### src/rtl/bus_responder_pkg.sv
// Shared types and constants for the bus register responder and its channel FSMs.
package bus_responder_pkg;

    typedef enum logic [1:0] {
        StIdle,
        StWait,
        StRespond
    } chan_state_e;

    localparam int unsigned CntWidth = 4;

endpackage

### src/rtl/responder_channel_fsm.sv
// Accept/wait/respond sequencer for one request channel; decode and storage live outside.
module responder_channel_fsm
    import bus_responder_pkg::*;
#(
    parameter int unsigned WaitCycles = 2
) (
    input  logic clk_i,
    input  logic rst_i,
    input  logic request_i,
    output logic accept_o,
    output logic ready_o,
    output logic busy_o,
    output logic done_o
);

    chan_state_e               state_q, state_d;
    logic [CntWidth-1:0]       cnt_q, cnt_d;

    always_ff @(posedge clk_i) begin
        if (rst_i) begin
            state_q <= StIdle;
            cnt_q   <= '0;
        end else begin
            state_q <= state_d;
            cnt_q   <= cnt_d;
        end
    end

    always_comb begin
        state_d  = state_q;
        cnt_d    = cnt_q;
        accept_o = 1'b0;
        ready_o  = 1'b0;
        busy_o   = 1'b0;
        done_o   = 1'b0;
        unique case (state_q)
            StIdle: begin
                ready_o = 1'b1;
                if (request_i) begin
                    accept_o = 1'b1;
                    cnt_d    = CntWidth'(WaitCycles);
                    state_d  = StWait;
                end
            end
            StWait: begin
                busy_o = 1'b1;
                // Leaving at zero means WaitCycles=0 still spends one cycle here.
                if (cnt_q == '0) begin
                    state_d = StRespond;
                end else begin
                    cnt_d = cnt_q - 1'b1;
                end
            end
            StRespond: begin
                done_o  = 1'b1;
                state_d = StIdle;
            end
            default: state_d = StIdle;
        endcase
    end

endmodule

### src/rtl/bus_register_responder.sv
// Register file responder with independent read and write channels, address decode
// and per-register read-only protection.
module bus_register_responder
    import bus_responder_pkg::*;
#(
    parameter logic [31:0]           BASE_ADDRESS   = 32'h0000_0000,
    parameter int unsigned           REG_NUMBER     = 8,
    parameter int unsigned           WAIT_CYCLES    = 2,
    parameter logic [REG_NUMBER-1:0] READ_ONLY_MASK = '0,
    parameter logic [31:0]           RESET_VALUE    = '0
) (
    input  logic        clk_i,
    input  logic        rst_i,
    input  logic        write_request_i,
    input  logic [31:0] write_address_i,
    input  logic [31:0] write_data_i,
    input  logic [3:0]  write_strobe_i,
    output logic        write_ready_o,
    output logic        write_busy_o,
    output logic        write_done_o,
    output logic        write_error_o,
    input  logic        read_request_i,
    input  logic [31:0] read_address_i,
    output logic        read_ready_o,
    output logic        read_busy_o,
    output logic        read_done_o,
    output logic        read_error_o,
    output logic [31:0] read_data_o
);

    localparam int unsigned IdxW = (REG_NUMBER > 1) ? $clog2(REG_NUMBER) : 1;

    // Addresses below the base wrap to huge offsets and fall out of range.
    function automatic logic [29:0] word_index(input logic [31:0] addr);
        return 30'((addr - BASE_ADDRESS) >> 2);
    endfunction

    logic        wr_accept, wr_done, rd_accept, rd_done;
    logic [31:0] wr_addr_q, wr_addr_d, wr_data_q, wr_data_d, rd_addr_q, rd_addr_d;
    logic [3:0]  wr_strb_q, wr_strb_d;
    logic [31:0] rd_data_q, rd_data_d;
    logic [31:0] regs_q [REG_NUMBER];
    logic [31:0] regs_d [REG_NUMBER];

    responder_channel_fsm #(
        .WaitCycles (WAIT_CYCLES)
    ) u_write_fsm (
        .clk_i     (clk_i),
        .rst_i     (rst_i),
        .request_i (write_request_i),
        .accept_o  (wr_accept),
        .ready_o   (write_ready_o),
        .busy_o    (write_busy_o),
        .done_o    (wr_done)
    );

    responder_channel_fsm #(
        .WaitCycles (WAIT_CYCLES)
    ) u_read_fsm (
        .clk_i     (clk_i),
        .rst_i     (rst_i),
        .request_i (read_request_i),
        .accept_o  (rd_accept),
        .ready_o   (read_ready_o),
        .busy_o    (read_busy_o),
        .done_o    (rd_done)
    );

    logic [29:0]     wr_word, rd_word;
    logic [IdxW-1:0] wr_idx, rd_idx;
    logic            wr_err, rd_err;
    logic [31:0]     rd_value;

    always_comb begin
        wr_word = word_index(wr_addr_q);
        rd_word = word_index(rd_addr_q);
        wr_idx  = wr_word[IdxW-1:0];
        rd_idx  = rd_word[IdxW-1:0];
        rd_err  = (rd_addr_q[1:0] != 2'b00) || ({2'b00, rd_word} >= REG_NUMBER);
        wr_err  = (wr_addr_q[1:0] != 2'b00) || ({2'b00, wr_word} >= REG_NUMBER);
        if (!wr_err) begin
            wr_err = READ_ONLY_MASK[wr_idx];
        end
        rd_value = rd_err ? 32'h0 : regs_q[rd_idx];
    end

    always_comb begin
        wr_addr_d = wr_accept ? write_address_i : wr_addr_q;
        wr_data_d = wr_accept ? write_data_i    : wr_data_q;
        wr_strb_d = wr_accept ? write_strobe_i  : wr_strb_q;
        rd_addr_d = rd_accept ? read_address_i  : rd_addr_q;
        rd_data_d = rd_done   ? rd_value        : rd_data_q;
        regs_d    = regs_q;
        if (wr_done && !wr_err) begin
            for (int b = 0; b < 4; b++) begin
                if (wr_strb_q[b]) begin
                    regs_d[wr_idx][8*b +: 8] = wr_data_q[8*b +: 8];
                end
            end
        end
    end

    always_ff @(posedge clk_i) begin
        if (rst_i) begin
            wr_addr_q <= '0;
            wr_data_q <= '0;
            wr_strb_q <= '0;
            rd_addr_q <= '0;
            rd_data_q <= '0;
            regs_q    <= '{default: RESET_VALUE};
        end else begin
            wr_addr_q <= wr_addr_d;
            wr_data_q <= wr_data_d;
            wr_strb_q <= wr_strb_d;
            rd_addr_q <= rd_addr_d;
            rd_data_q <= rd_data_d;
            regs_q    <= regs_d;
        end
    end

    // Read value is taken from pre-commit storage, so a same-cycle write is not visible.
    assign write_done_o  = wr_done;
    assign write_error_o = wr_done && wr_err;
    assign read_done_o   = rd_done;
    assign read_error_o  = rd_done && rd_err;
    assign read_data_o   = rd_done ? rd_value : rd_data_q;

endmodule

### config.mk
export PLATFORM = sky130hd
export DESIGN_NAME = bus_register_responder
export DESIGN_NICKNAME = d
export VERILOG_FILES = /design/src/rtl/bus_responder_pkg.sv /design/src/rtl/responder_channel_fsm.sv /design/src/rtl/bus_register_responder.sv
export SDC_FILE = /design/constraint.sdc
export NUM_CORES = 1
export LEC_CHECK = 0
export BUFFER_PORTS_ARGS = -buffer_cell sky130_fd_sc_hd__buf_2
export CORE_MARGIN = 4
export CORE_UTILIZATION = 60
export DETAILED_ROUTE_END_ITERATION = 16
export HOLD_SLACK_MARGIN = 0.08
export PLACE_DENSITY = 0.91
export SLEW_MARGIN = 10
export SYNTH_ARGS = -nofsm -noshare
export SYNTH_HDL_FRONTEND = slang
export SYNTH_HIERARCHICAL = 1
export SYNTH_SLANG_ARGS = --single-unit
export TNS_END_PERCENT = 10
### constraint.sdc
create_clock -name clk_i -period 2.7 [get_ports clk_i]
set_input_delay 0.405 -clock clk_i [delete_from_list [all_inputs] [get_ports clk_i]]
set_output_delay 0.405 -clock clk_i [all_outputs]
set_load 0.05 [all_outputs]
-- Yosys cells after proc, flatten, opt, wreduce, memory -nomap -nowiden
Memory sizes are Yosys's and may differ from the RTL's. A register that Yosys moved wholly into a read port is not among the register bits.
Cells that the tools add are included.
- bits in latches: 0
- register bits: 400
- ROM bits: 8
- memory bits (writable): 0
- memories: 1
- bits of input ports: 104
- output and inout bits: 40
- word-level logic and storage cells: 107
- memory list (memory ; depth ; width ; rd ports ; clocked after memory_dff ; write ports ; RTL line ; RTL):
    (no name shown) ; 8 ; 1 ; 1 ; 1 ; 0 ; bus_register_responder.sv:82 ; wr_err = READ_ONLY_MASK[wr_idx];
- eq/ne operators: 10
- add/subtract/negate cells: 2
- bitwise gates (word level): 2
- shift operators: 0
- magnitude comparators: 6
- multipliers: 0
- reductions and logical operators: 19
- div/mod/pow operators: 0
- mux-type cells: 50
- operators with widths (kind ; number):
    two-way mux 256 bit ; 7
    bitwise mux 256 bit ; 4
    demux 32 bit (select 3 bit) ; 4
    two-way mux 32 bit ; 5
    binary-select mux 32 bit (select 3 bit) ; 1
    greater-or-equal comparator 30 x 4 -> 1 bit, second input constant ; 2
    two-way mux 24 bit ; 1
    two-way mux 16 bit ; 1
    two-way mux 4 bit ; 4
    case mux 4 bit (2 select lines) ; 2
    two-way mux 1 bit ; 12
    greater-or-equal comparator 4 bit, second input constant ; 2
    logical NOT 4 bit ; 2
    two-way mux 2 bit ; 4
    two-way mux 8 bit ; 1
    inequality test 2 bit, second input constant ; 4
    inverter 3 -> 4 bit ; 2
    case mux 2 bit (2 select lines) ; 2
    nonzero test 2 bit ; 4
    subtractor 4 x 1 -> 4 bit, second input constant ; 2
    two-way mux 3 bit ; 2
    AND reduction 3 bit ; 2
    == test 2 x 1 -> 1 bit, second input constant ; 2
    == test 2 bit, second input constant ; 2
    other kinds (8) ; 15

-- Depth between registers and ports, before layout
- depth in word-level cells: 16
- mapped depth: 7

-- Modules after synthesis
The synthesis kept the hierarchy.
- by module, submodules not included (module ; area an instance (µm²) ; cells an instance ; sequential area each (µm²) ; times used):
    bus_register_responder ; 17027.6 ; 1604 ; 7767.4 ; 1
    responder_channel_fsm ; 309.0 ; 35 ; 120.1 ; 2

-- Worst setup path after synthesis
OpenSTA, ideal clock, no wires.
- path kind: flip-flop to output port
- from: reg u_read_fsm.state_q[1]
- to: out read_data_o[15]
- data arrival time: 2.927 ns
- slack: -0.632 ns
- required time: 2.295 ns
- buffers on the path: 1
- stages on the path, launching flop included: 8
- cell sequence: dfxtp_1 inv_1 nor2_1 or3b_2 nor4_1 clkbuf_1 o2111ai_1 nand2_1
- longest elaborated chain between the ends: 3
- ends and longest elaborated chain (what ; RTL line ; RTL):
    start: declaration ; responder_channel_fsm.sv:16 ; chan_state_e state_q, state_d;
    start signal: assignment ; responder_channel_fsm.sv:21 ; state_q <= StIdle;
    start signal: assignment ; responder_channel_fsm.sv:24 ; state_q <= state_d;
    == test 2 bit ; responder_channel_fsm.sv:36 ; unique case (state_q)
    two-way mux 1 bit ; responder_channel_fsm.sv:36 ;
    named net read_done_o ; bus_register_responder.sv:26 ; output logic read_done_o,
    two-way mux 32 bit ; bus_register_responder.sv:126 ; assign read_data_o = rd_done ? rd_value : rd_data_q;
    end: declaration ; bus_register_responder.sv:28 ; output logic [31:0] read_data_o
The timed path passes the listed nets, and every way through them passes these cells.

-- Worst setup path after layout
- from: reg u_read_fsm.state_q[1]
- to: out read_data_o[2]
- longest elaborated chain between the ends: 3
- ends and longest elaborated chain (what ; RTL line):
    == test 2 bit ; responder_channel_fsm.sv:36
    two-way mux 1 bit ; responder_channel_fsm.sv:36
    two-way mux 32 bit ; bus_register_responder.sv:126
Every way passes these cells.

==> summary.md <==
| Metric | Value |
|---|---|
| Placer Congestion | 0.791 |
| Final Setup Violations | 33 |
| Routed Wire Length | 46.4 mm |
| Worst-skew pair later-pin latency | roughly 0.54 ns |
| Setup TNS | -8.11 ns |
| Initial Util | around 61% |
| Fin crit period | between 3 and 4 ns |
| Crit path arrival time | 2.65 ns |
| Final #Nets | 1880 |
| Fmax | 0.327 GHz |
| Global routing's busiest layer | met2 |
| Die ar. | ~0.032 mm^2 |
| Final ANT Viol Nets | 0 |
| Cell Chain, Critical Path | inv_1, nor2_4, or3b_4, nor4_4, buf_6, buf_16, o2111ai_1, nand2_1, buf_6 |
| Reg2reg end | regs_q[95] |
| Pwr Density | 644 mW/mm^2 |
| Max-Cap Viols | 0 |
| Buf/Inv on CP | 4 |
| Final Hold Viols | 0 |
| Crit path launch | u_read_fsm/state_q[1] |
| CTS tree | built |
| Family with the most delay on the worst path | simple AND/OR/NAND/NOR gates |
| Die Ht | about 180 um |
| Maximum number of pins on one net before global-route repair | 68 |
| Num Clock Sinks | 400 |
| RSZ-0062 raised after global routing | yes |
| Gate Count Post-Synth | about 1700 |
| Syn-to-layout area delta | 19.1% |
| Worst r2r src | wr_addr_q[7] |
| WP data required | roughly 2.3 ns |
| Met3 usage | 4.14% |
| R2R depth | 5 |
| Total number of vias | 13300 |
| CTS root buf | clkbuf_16 |
| Fill cells | 1769 |
| Startpoint class of the critical path | flop |
| # port buffers | 143 |
| Finished Cell Area | 0.0210 mm^2 |
| Tightest Pin Transition | 1.10 ns |
| Met2 GRT Util | 46.3% |
| Number of global-route vias before repair | 13700 |
| Initial antenna violation count | 4 |
| Outcome | finished, violations left |
| Final cell count without fillers | between 2000 and 2500 |
| Leak pwr | slightly above 9 nW |
| IO Pins | 144 |
| Share of post-route cells with drive strength above 1 | 22.6% |
| Syn_nets | roughly 1800 |
| Core ar. | 0.0289 mm^2 |
| Period utilization | 113% |
| Die width | 179 um |
| Seq/Total Area, Yosys | about 45% |
| Max clock buf depth | 3 |
| Multi-input gate area | 0.00948 mm^2 |
| Setup crit end | read_data_o[2] |
| HP Class | primary input to flop |
| VDD IR max | approximately 0.46 mV |
| Total track usage | 26.4% |
| Final setup margin | -0.357 ns |
| FP Rows | 62 |
| First-pass GRT wire length | 71.3 mm |
| Relative slew slack | 26.6% |
| Max Slew Vio Count | 0 |
| CTS Hold Bufs | 0 |
| H-Tree Depth | 2 |
| Drt drc | 0 |
| Critical path type | flop to output port |
| Cell mode on critical path | buf_6 |
| Clk_skew | between 0.02 and 0.03 ns |
| Yosys warns | 6 |
| Via-to-Cell Ratio | between 6 and 7 |
| Met1 Usage GRT | 32.1% |
| Yosys cell types | 39 |
| Post-Syn Area | between 0.015 and 0.02 mm^2 |
| CTS clk-pin slew, worst paths | 0.06 ns |
| Num CTS Buffers | 41 |
| Failing checks | setup timing |
| Post-Place Setup Slack | 0.145 ns |
| Mean routed wirelength per cell | 21.2 um |
| Mean post-synth cell area | 10.5 um^2 |
| Initial detailed-routing violation count | 1162 |
| Post-synthesis register bit count | 400 |
| Slowest stage delay, CP | 0.40 ns |
| Register area | 0.00802 mm^2 |
| CP Max Fanout | 8 |
| Cell count after placement | 2108 |
| Post-DP HPWL | 27.4 mm |
| Worst path depth | 9 |
| Reg-to-reg slack, setup | between 0.1 and 0.15 ns |
| Gr ovfl total | 0 |
| Critical path endpoint category | output port |
| Slowest-stage cell, CP | or3b_4 |
| Initial DRT Pass Iterations | 5 |
| Placed Area | 0.0189 mm^2 |
-- cell families (layout without fill, tap and decap cells) --
kind of cell    count (synthesis)  count (layout)  share of synthesized area, %
compound gates                116             116                          4.63
fa+ha+maj                       2               2                         0.142
other cells                     0               4                             0
simple gates                  551             551                          18.5
flops                         400             400                          45.4
buf+inv                       153             284                          3.38
mux                           452             452                          28.0
-- metal layers --
layer	part of all wire [%]	up-vias
met5	0	-
met4	4.4	0
met3	5.8	160
met2	50	550
met1	39	6573
li1	-	6028
-- timing repair --
action	4_1_cts	5_1_grt
pin swaps	5	23
setup endpoints to repair	33	34
gates cloned	1	2
gates resized for setup	83	59
buffers inserted	1	3
-- worst min-delay path: stages --
cell     delay, ns
buf_2         0.08
mux2i_1       0.05
nor2_1        0.07
-- sequential cells by signal (all words and copies together) (netlist names) --
| name | cells |
|---|---|
| rd_addr_q | 32 |
| rd_data_q | 32 |
| regs_q | 256 |
| u_read_fsm/cnt_q | 4 |
| u_read_fsm/state_q | 2 |
| u_write_fsm/cnt_q | 4 |
| u_write_fsm/state_q | 2 |
| wr_addr_q | 32 |
| wr_data_q | 32 |
| wr_strb_q | 4 |
-- cells in the final DEF (no fill, tap or decap), types with 5 or more instances in the layout --
cell type	synthesis	routed
a21oi_1	34	34
clkbuf_1	87	10
buf_8	0	24
clkbuf_8	0	6
nor4_4	4	5
buf_12	0	12
buf_6	0	10
nor2_1	108	105
inv_1	14	12
clkinv_2	0	9
nand2_1	62	31
or4_1	10	6
nor3b_1	11	10
nor3_1	5	5
a211oi_1	6	6
buf_2	6	109
buf_4	4	38
dfxtp_1	400	396
mux4_2	33	33
nand2_2	0	31
nor4_1	7	6
mux2i_1	418	418
o21ai_0	6	6
or3_1	6	6
o2111ai_2	0	19
clkbuf_16	0	43
nand3_2	28	29
nand2b_1	294	294
o2111ai_4	0	10
a22oi_1	31	31
-- worst min path at each step --
stage | startpoint | to | slack, ns | cells after the start
2_1_floorplan | rd_data_q[10] | rd_data_q[10] | 0.44 | 2
3_3_place_gp | rd_data_q[10] | rd_data_q[10] | 0.45 | 2
3_5_place_dp | regs_q[229] | regs_q[229] | 0.46 | 2
4_1_cts | read_address_i[16] | rd_addr_q[16] | 0.09 | 3
5_1_grt | write_data_i[28] | wr_data_q[28] | 0.11 | 3
6_report | read_address_i[16] | rd_addr_q[16] | 0.1 | 3
-- metrics by stage --
| step | utilization (%) | power, mW | hold WS (ns) |
|---|---|---|---|
| final | 72.8 | 13.5 | 0.0992 |
| after global routing | 72.8 | 13.9 | 0.107 |
| after CTS | 71.4 | 13.5 | 0.0917 |
| after detailed placement | 65.6 | 7.85 | 0.463 |
| after global placement | 65.6 | 7.80 | 0.449 |
| after floorplan | - | 7.39 | 0.440 |
-- synthesized netlist by cell type --
master / count / area [um^2]
a211oi_1: 6 / 45.0
a21oi_1: 34 / 170
a22oi_1: 31 / 233
a311o_1: 2 / 20.0
a31oi_1: 1 / 6.26
and3_1: 1 / 6.26
and3b_1: 1 / 8.76
and4_1: 2 / 17.5
buf_1: 42 / 158
buf_2: 6 / 30.0
buf_4: 4 / 30.0
clkbuf_1: 87 / 327
dfxtp_1: 400 / 8010
ha_1: 2 / 25.0
inv_1: 14 / 52.6
mux2_2: 1 / 11.3
mux2i_1: 418 / 4180
mux4_2: 33 / 743
nand2_1: 62 / 233
nand2b_1: 294 / 1840
nand3_1: 1 / 5.00
nand3_2: 28 / 280
nand4_1: 1 / 6.26
nor2_1: 108 / 405
nor2b_1: 1 / 6.26
nor3_1: 5 / 25.0
nor3b_1: 11 / 82.6
nor4_1: 7 / 43.8
nor4_4: 4 / 85.1
nor4bb_2: 2 / 32.5
o2111ai_1: 31 / 272
o21ai_0: 6 / 30.0
o21bai_1: 2 / 15.0
o31ai_1: 2 / 15.0
o41a_1: 1 / 11.3
or3_1: 6 / 37.5
or3b_2: 3 / 26.3
or4_1: 10 / 75.1
or4bb_1: 4 / 45.0
-- power by group --
part | total, mW | internal [mW] | switching [mW] | leakage [nW]
clock | 5.66 | 3.36 | 2.30 | 0.665
sequential | 6.21 | 6.07 | 0.141 | 3.24
combinational | 1.66 | 0.667 | 0.995 | 5.19
total | 13.5 | 10.1 | 3.43 | 9.10
-- final cells by class --
type / count / area share [%]
well taps: 384 / 2.29
flip-flops and latches: 400 / 38.2
repair buffers: 196 / 7.72
clock buffers: 57 / 5.46
multi-input cells: 1121 / 45.1
clock inverters: 17 / 0.947
inverters: 14 / 0.280
diodes: 4 / 0.0476
(Power assumes the default switching activity.)
